==> src/rtl/key_filter_multi.sv <==
// Multi-channel key debouncer with long-press detection and auto-repeat.
// Each channel has its own synchroniser, debounce FSM, hold counter and repeat counter.

module key_filter_chan #(
  parameter int CNT_MAX   = 999_999,
  parameter int LONG_MAX  = 49_999_999,
  parameter int REP_MAX   = 9_999_999,
  parameter int REPEAT_EN = 1
) (
  input  logic clk,
  input  logic rstn,
  input  logic key_raw,
  output logic flag,
  output logic level,
  output logic long_press,
  output logic repeat_pulse
);

  localparam int CW = $clog2(CNT_MAX + 1);
  localparam int LW = $clog2(LONG_MAX + 1);
  localparam int RW = $clog2(REP_MAX + 1);

  localparam logic [CW-1:0] CNT_TOP  = CW'(CNT_MAX);
  localparam logic [LW-1:0] LONG_TOP = LW'(LONG_MAX);
  localparam logic [LW-1:0] LONG_PRE = LW'(LONG_MAX - 1);
  localparam logic [RW-1:0] REP_TOP  = RW'(REP_MAX);
  localparam bit            REP_ON   = (REPEAT_EN != 0);

  typedef enum logic [1:0] {
    IDLE    = 2'd0,
    JITTER0 = 2'd1,
    DOWN    = 2'd2,
    JITTER1 = 2'd3
  } state_t;

  logic [1:0]    sync_r;
  logic          synced_s;
  state_t        state_r, state_s;
  logic [CW-1:0] cnt_r, cnt_s;
  logic [LW-1:0] hold_r, hold_s;
  logic [RW-1:0] rcnt_r, rcnt_s;
  logic          flag_r, flag_s;
  logic          level_r, level_s;
  logic          long_r, long_s;
  logic          rep_r, rep_s;

  assign synced_s     = sync_r[1];
  assign flag         = flag_r;
  assign level        = level_r;
  assign long_press   = long_r;
  assign repeat_pulse = rep_r;

  // Two-flop synchroniser; idles at the released level so a held key is seen as a fresh press
  always_ff @(posedge clk or negedge rstn) begin
    if (!rstn) begin
      sync_r <= 2'b11;
    end else begin
      sync_r <= {sync_r[0], key_raw};
    end
  end

  // State, counters and registered outputs
  always_ff @(posedge clk or negedge rstn) begin
    if (!rstn) begin
      state_r <= IDLE;
      cnt_r   <= '0;
      hold_r  <= '0;
      rcnt_r  <= '0;
      flag_r  <= 1'b0;
      level_r <= 1'b1;
      long_r  <= 1'b0;
      rep_r   <= 1'b0;
    end else begin
      state_r <= state_s;
      cnt_r   <= cnt_s;
      hold_r  <= hold_s;
      rcnt_r  <= rcnt_s;
      flag_r  <= flag_s;
      level_r <= level_s;
      long_r  <= long_s;
      rep_r   <= rep_s;
    end
  end

  // Next-state, counter updates and output pulses
  always_comb begin
    state_s = state_r;
    cnt_s   = cnt_r;
    hold_s  = hold_r;
    rcnt_s  = rcnt_r;
    flag_s  = 1'b0;
    level_s = level_r;
    long_s  = 1'b0;
    rep_s   = 1'b0;
    case (state_r)
      IDLE: begin
        cnt_s  = '0;
        hold_s = '0;
        rcnt_s = '0;
        if (!synced_s) begin
          state_s = JITTER0;
        end else begin
          state_s = IDLE;
        end
      end
      JITTER0: begin
        hold_s = '0;
        rcnt_s = '0;
        if (synced_s) begin
          state_s = IDLE;
          cnt_s   = '0;
        end else if (cnt_r == CNT_TOP) begin
          state_s = DOWN;
          cnt_s   = '0;
          flag_s  = 1'b1;
          level_s = 1'b0;
        end else begin
          cnt_s = cnt_r + CW'(1);
        end
      end
      DOWN: begin
        cnt_s = '0;
        if (synced_s) begin
          state_s = JITTER1;
        end else begin
          state_s = DOWN;
        end
        // Hold counter saturates at LONG_TOP; repeat counter only runs once saturated
        if (hold_r != LONG_TOP) begin
          hold_s = hold_r + LW'(1);
          long_s = (hold_r == LONG_PRE);
        end else if (REP_ON) begin
          if (rcnt_r == REP_TOP) begin
            rcnt_s = '0;
            rep_s  = 1'b1;
          end else begin
            rcnt_s = rcnt_r + RW'(1);
          end
        end else begin
          rcnt_s = '0;
        end
      end
      JITTER1: begin
        if (!synced_s) begin
          state_s = DOWN;
          cnt_s   = '0;
        end else if (cnt_r == CNT_TOP) begin
          state_s = IDLE;
          cnt_s   = '0;
          flag_s  = 1'b1;
          level_s = 1'b1;
        end else begin
          cnt_s = cnt_r + CW'(1);
        end
      end
      default: begin
        state_s = IDLE;
        cnt_s   = '0;
        hold_s  = '0;
        rcnt_s  = '0;
        level_s = 1'b1;
      end
    endcase
  end

endmodule

module key_filter_multi #(
  parameter int NUM_KEYS  = 4,
  parameter int CNT_MAX   = 999_999,
  parameter int LONG_MAX  = 49_999_999,
  parameter int REP_MAX   = 9_999_999,
  parameter int REPEAT_EN = 1
) (
  input  logic                clk,
  input  logic                rstn,
  input  logic [NUM_KEYS-1:0] key_in,
  output logic [NUM_KEYS-1:0] key_flag,
  output logic [NUM_KEYS-1:0] key_state,
  output logic [NUM_KEYS-1:0] key_long,
  output logic [NUM_KEYS-1:0] key_rpt
);

  for (genvar g = 0; g < NUM_KEYS; g++) begin : g_chan
    key_filter_chan #(
      .CNT_MAX  (CNT_MAX),
      .LONG_MAX (LONG_MAX),
      .REP_MAX  (REP_MAX),
      .REPEAT_EN(REPEAT_EN)
    ) u_chan (
      .clk         (clk),
      .rstn        (rstn),
      .key_raw     (key_in[g]),
      .flag        (key_flag[g]),
      .level       (key_state[g]),
      .long_press  (key_long[g]),
      .repeat_pulse(key_rpt[g])
    );
  end

endmodule

==> config.mk <==
export PLATFORM = sky130hd
export DESIGN_NAME = key_filter_multi
export DESIGN_NICKNAME = d
export VERILOG_FILES = /design/src/rtl/key_filter_multi.sv
export SDC_FILE = /design/constraint.sdc
export NUM_CORES = 1
export LEC_CHECK = 0
export BUFFER_PORTS_ARGS = -buffer_cell sky130_fd_sc_hd__buf_4
export CORE_ASPECT_RATIO = 1.4
export CORE_MARGIN = 3
export CORE_UTILIZATION = 56
export DETAILED_ROUTE_END_ITERATION = 6
export GPL_TIMING_DRIVEN = 0
export PLACE_DENSITY = 0.72
export RECOVER_POWER = 25
export SYNTH_ARGS = -nofsm -noshare
export SYNTH_HDL_FRONTEND = slang
export SYNTH_SLANG_ARGS = --single-unit
==> constraint.sdc <==
create_clock -name clk -period 3.1 [get_ports clk]
set_input_delay 0.465 -clock clk [delete_from_list [all_inputs] [get_ports clk]]
set_output_delay 0.465 -clock clk [all_outputs]
set_load 0.01 [all_outputs]
==> reports/qor.csv, run 1 <==
metric,value,unit
hold_class,input port to flop,
firstDrtPassIters,5,
min_period_over_period,94.3,%
post-route-drc-count,0,
path_class,flop to flop,
antenna_left,0,
p_comb_share,1.9,%
cts_max_path_buffers,3,
cp-end-kind,flop,
power_frac_seq,49.9,%
final_common_cell,dfrtp_1,
grt_start_max_net_pins,87,
dieWidth,153,um
finalSetupViolations,0,
cp_top_family,simple AND/OR/NAND/NOR gates,
whs,0.0475,ns
num_io_pins,22,
finalCriticalPeriod,2.92,ns
required,3.51,ns
initial_utilization,57.4,%
core,0.0294,mm^2
synth.top_cell.area_share,44.4,%
nNetsFinal,1932,
powerDensity,439,mW/mm^2
crit_path_start_kind,flop,
internal_power,0.00646,W
fillerInstances,2518,
dpl.hpwl,26700,um
fin_setup_tns,0,ns
final_area,0.0187,mm^2
fin_skew,0.0136,ns
p_leak,7.14,nW
rows,74,
crit_fanout,10,
yosys_most_used_dff,dfrtp_1,
rrSetupSlack,0.18,ns
cts.clk_slew.worst_paths,0.06,ns
met2_usage,43.3,%
final_core_util,63.6,%
grt_pass1_wl,66600,um
antenna_found_initial,0,
slowest_stage,or4b_2,
clock.fmax,342,MHz
violations,"max-capacitance violations, max-slew violations",
grt_usage,23.9,%
cts_tree,yes,
drtIter0Drc,1056,
syn-num-nets,1871,
maxCapViolCount,1,
total_power,0.00822,W
p_clk_share,48.2,%
crit_buf_inv,1,
cts_sinks,312,
crit_arrival,3.33,ns
hold_viol_final,0,
ys_ff_latch,312,
synth.avg_cell_area,9.15,um^2
wl_per_cell,16.6,um
place.gp.congestion,0.890,
final_cell_mix,"dfrtp_1, nor2_1, nand2_1, nand3_1, nand4_1",
netSwitchingPower,0.00177,W
status,finished with violations,
synth_area,0.0169,mm^2
cts-root-buf,clkbuf_16,
clk_latency,0.52,ns
globalRouteMet1Util,29.8,%
synthArstFlopShare,100,%
worstReg2RegStart,g_chan[2].u_chan.rcnt_r[14]$_DFFE_PN0P_,
routed_wl,38300,um
worstHoldStart,key_in[2],
ys_types,76,
post_cts_buffers,0,
synth_top_area_cell,dfrtp_1,
grt_pass1_vias,14088,
ys_seq_area_share,46.3,%
overflow,0,
ys_warn_count,0,
vias_per_cell,6.09,
die_y,212,um
slew_headroom,-17.9,%
numCtsBuffers,34,
vias,14097,
grt.met3_usage,2.90,%
layout-drive-gt1-share,6.93,%
busiest_layer,met2,
area_delta_synth_final,10.7,%
numPortBuffers,21,
worst_pin_slew,1.77,ns
synth_edf_count,0,
switching_share,21.5,%
irDropWorstVdd,462,uV
yosys-top-cells-area,"dfrtp_1, nand3_1, nor2_1",
diodes,0,
rsz0062_at_grt,false,
cts_max_level,2,
crit_start,g_chan[2].u_chan.rcnt_r[14]$_DFFE_PN0P_,
place_area,0.0176,mm^2
slew_violations,67,
cp_common_cell,nor4_1,
path_cells,or4b_2 > nor4_1 > a211o_1 > clkbuf_1 > nor4_1 > a21o_1,
syn_inst,1849,
cpPeakStageDelay,0.69,ns
fp.dieArea,0.0323,mm^2
-- power groups by stage --
stage	sequential (W)	combinational, W	clock, W
after floorplan	0.00417	0.0000454	0
after global placement	0.00418	0.000148	0
after detailed placement	0.00418	0.000164	0
after CTS	0.00410	0.000166	0.00408
after global routing	0.00410	0.000179	0.00425
final	0.00410	0.000153	0.00397
-- final timing paths --
check	endpoint	depth (start not counted)
setup reg to reg	g_chan[2].u_chan.rcnt_r[13]$_DFFE_PN0P_	6
hold reg to reg	g_chan[3].u_chan.sync_r[1]$_DFF_PN1_	0
setup / recovery	g_chan[2].u_chan.rcnt_r[13]$_DFFE_PN0P_	6
min in group asynchronous	g_chan[0].u_chan.rcnt_r[17]$_DFFE_PN0P_	2
max in group asynchronous	g_chan[3].u_chan.hold_r[24]$_DFFE_PN0P_	3
hold / removal	g_chan[2].u_chan.sync_r[0]$_DFF_PN1_	1
-- worst reg2reg max path, stage by stage, from the launching register on --
cell and delay (ns):
dfrtp_1 0.43, or4b_2 0.69, nor4_1 0.62, a211o_1 0.34, clkbuf_1 0.44, nor4_1 0.12, a21o_1 0.17
-- routing by layer --
layer,vias up,routed length [um]
met1,6886,16500
met5,-,0
met4,0,848
met3,65,1230
li1,6870,-
met2,276,19800
-- flip-flops by register name, indices dropped and copies added, names as in the netlist, named ones only --
name / count
g_chan.u_chan.hold_r: 104
g_chan.u_chan.rcnt_r: 96
g_chan.u_chan.cnt_r: 80
g_chan.u_chan.sync_r: 8
g_chan.u_chan.flag: 4
g_chan.u_chan.level: 4
g_chan.u_chan.long_press: 4
g_chan.u_chan.repeat_pulse: 4
g_chan.u_chan.state_r: 4
-- stage by stage --
stage,std cells,setup WS [ns]
6_report,2315,0.178
5_1_grt,2315,0.0716
3_3_place_gp,2250,-1.31
2_1_floorplan,1849,0.621
4_1_cts,2315,0.161
3_5_place_dp,2253,0.169
-- logic make-up (layout without fill, tap and decap cells) --
| group | Yosys count | count (layout) | share of synthesized area [%] |
|---|---|---|---|
| simple gates | 970 | 970 | 30.5 |
| flops | 312 | 312 | 46.3 |
| compound gates | 268 | 268 | 10.5 |
| buf+inv | 132 | 218 | 3.44 |
| xor+xnor | 121 | 121 | 6.27 |
| mux | 30 | 30 | 1.79 |
| fa+ha+maj | 16 | 16 | 1.18 |
-- Yosys cell counts (57+ instances only) --
cell type and instances:
a21oi_1 58, clkbuf_1 57, dfrtp_1 300, nand2_1 177
nand3_1 142, nand4_1 83, nor2_1 187, nor4_1 62
o21ai_0 62, xnor2_1 60, xor2_1 61
-- layout make-up --
cell class,instances,area (um^2),area share [%]
multi-input cells,1405,8520,45.5
flip-flops and latches,312,7820,41.8
clock buffers,51,1010,5.38
well taps,380,475,2.54
plain buffers,82,394,2.11
repair buffers,25,228,1.22
inverters,50,188,1.00
clock inverters,10,85.1,0.455
-- timing repair --
action                     in CTS  in global routing
hold endpoints to repair       62                  0
setup endpoints to repair       0                 20
gates resized for setup         0                  2
hold buffers                    1                  0
Note: power is estimated with default switching activity, not from simulation.
==> run 2: changes to the inputs <==
--- a/config.mk
+++ b/config.mk
@@ -10,7 +10,6 @@
 export CORE_MARGIN = 3
 export CORE_UTILIZATION = 56
 export DETAILED_ROUTE_END_ITERATION = 6
-export GPL_TIMING_DRIVEN = 0
 export PLACE_DENSITY = 0.72
 export RECOVER_POWER = 25
 export SYNTH_ARGS = -nofsm -noshare
==> reports/qor.csv, run 2 (same netlist as run 1, synthesis figures left out) <==
metric,value,unit
rsz0062_at_grt,false,
grt_pass1_vias,13974,
crit_path_start_kind,flop,
rows,74,
numPortBuffers,21,
cp_common_cell,or3_1,
post-route-drc-count,0,
slew_violations,74,
power_frac_seq,48.3,%
fin_skew,0.0217,ns
antenna_found_initial,0,
min_period_over_period,90.5,%
final_area,0.0186,mm^2
worst_pin_slew,2.19,ns
drtIter0Drc,823,
antenna_left,0,
dieWidth,153,um
diodes,0,
finalSetupViolations,0,
vias,14009,
fin_setup_tns,0,ns
cts_max_level,2,
place_area,0.0175,mm^2
hold_viol_final,0,
place.gp.congestion,0.864,
rrSetupSlack,0.29,ns
cts_sinks,312,
clock.fmax,356,MHz
wl_per_cell,16.6,um
switching_share,20.8,%
worstReg2RegStart,g_chan[0].u_chan.hold_r[11]$_DFFE_PN0P_,
routed_wl,37500,um
crit_fanout,18,
fp.dieArea,0.0323,mm^2
vias_per_cell,6.19,
largest_register_ffs,104,
num_io_pins,22,
required,3.54,ns
crit_arrival,3.25,ns
internal_power,0.00673,W
layout-drive-gt1-share,7.28,%
irDropWorstVdd,489,uV
slew_headroom,-46.3,%
area_delta_synth_final,10.2,%
grt_pass1_wl,65100,um
regMostFlops,g_chan.u_chan.hold_r,
nNetsFinal,1880,
core,0.0294,mm^2
clk_latency,0.52,ns
status,finished with violations,
p_comb_share,1.8,%
crit_path_end,g_chan[0].u_chan.rcnt_r[1]$_DFFE_PN0P_,
finalCriticalPeriod,2.81,ns
hold_class,input port to flop,
netSwitchingPower,0.00176,W
cts.clk_slew.worst_paths,0.06,ns
final_cell_mix,"dfrtp_1, nor2_1, nand2_1, nand3_1, nand4_1",
powerDensity,456,mW/mm^2
cts_max_path_buffers,3,
path_cells,or4b_1 > or3_1 > or3_1 > nor2_1 > a22o_1,
maxCapViolCount,1,
initial_utilization,57.4,%
violations,"max-capacitance violations, max-slew violations",
crit_start,g_chan[0].u_chan.hold_r[11]$_DFFE_PN0P_,
numCtsBuffers,34,
reg2reg_depth,5,
slowest_stage,or3_1,
cpPeakStageDelay,0.65,ns
top_regs,"g_chan.u_chan.hold_r x104, g_chan.u_chan.rcnt_r x96, g_chan.u_chan.cnt_r x80",
p_leak,7.12,nW
overflow,0,
cts-root-buf,clkbuf_16,
path_class,flop to flop,
cts_tree,yes,
final_common_cell,dfrtp_1,
firstDrtPassIters,5,
p_clk_share,49.8,%
r2r-end,g_chan[0].u_chan.rcnt_r[1]$_DFFE_PN0P_,
dpl.hpwl,25300,um
grt_start_max_net_pins,79,
die_y,212,um
grt_usage,23.3,%
cp-end-kind,flop,
run 2: cell count changes in the layout (fill, tap and decap cells not counted), sizes merged:
cell      previous run  this run
clkinv               8         6
clkbuf             113        60
bufinv               1         4
inv                 50        49
buf                 44        45
clkinvlp             1         0
run 2: power groups by stage:
| stage | Combinational, W | Clock [W] | Sequential (W) |
|---|---|---|---|
| 4_1_cts | 0.000166 | 0.00434 | 0.00410 |
| 6_report | 0.000156 | 0.00423 | 0.00410 |
| 2_1_floorplan | 0.0000454 | 0 | 0.00417 |
| 5_1_grt | 0.000182 | 0.00451 | 0.00410 |
| 3_5_place_dp | 0.000164 | 0 | 0.00418 |
| 3_3_place_gp | 0.000161 | 0 | 0.00418 |
run 2: worst min path at each step:
stage	depth (start not counted)	to	slack, ns	start
floorplan	0	asynchronous set/reset pin	0.17	rstn
global placement	0	g_chan[2].u_chan.sync_r[1]$_DFF_PN1_	0.35	g_chan[2].u_chan.sync_r[0]$_DFF_PN1_
detailed placement	0	g_chan[2].u_chan.sync_r[1]$_DFF_PN1_	0.35	g_chan[2].u_chan.sync_r[0]$_DFF_PN1_
CTS	1	g_chan[0].u_chan.sync_r[0]$_DFF_PN1_	0.03	key_in[0]
global route	1	g_chan[0].u_chan.sync_r[0]$_DFF_PN1_	0.03	key_in[0]
finish	1	g_chan[0].u_chan.sync_r[0]$_DFF_PN1_	0.05	key_in[0]
run 2: routing by layer:
layer | vias to the layer above | share of wire, % | track usage [%] | wire [um]
met3 | 74 | 3.4 | 3.46 | 1280
li1 | 6794 | - | - | -
met2 | 264 | 51 | 42.1 | 19100
met1 | 6877 | 44 | 28.9 | 16300
met4 | 0 | 2.1 | 7.29 | 795
met5 | - | 0 | 0 | 0
run 2: cell type report:
class                      count  area, um^2
inverter                      50         188
fill                        2452       10800
clock buffer                  51        1020
timing repair buffer          55         460
multi-input combinational   1405        8510
tap                          380         475
sequential                   312        7820
clock inverter                 9         153
run 2: metrics by stage:
stage | hold slack, ns | worst slack (ns) | power [W] | cells | util, %
CTS | 0.0290 | 0.293 | 0.00860 | 2262 | 63.4
finish | 0.0508 | 0.294 | 0.00849 | 2262 | 63.3
global placement | 0.349 | 0.343 | 0.00434 | 2201 | 59.4
global route | 0.0319 | 0.0940 | 0.00879 | 2262 | 63.3
detailed placement | 0.349 | 0.315 | 0.00434 | 2201 | 59.4
floorplan | 0.169 | 0.621 | 0.00422 | 1849 | -
run 2: worst max-delay path: cells and delay by family, from the launching register on:
kind / cells / cell delay [ns]
flops: 1 / 0.44
simple gates: 4 / 2.07
compound gates: 1 / 0.21
run 2: what timing repair did:
action                                 in CTS  in global routing
endpoints found under the hold margin      66                  0
setup buffers                               0                  0
resized for setup                           0                  0
hold buffers                                1                  0
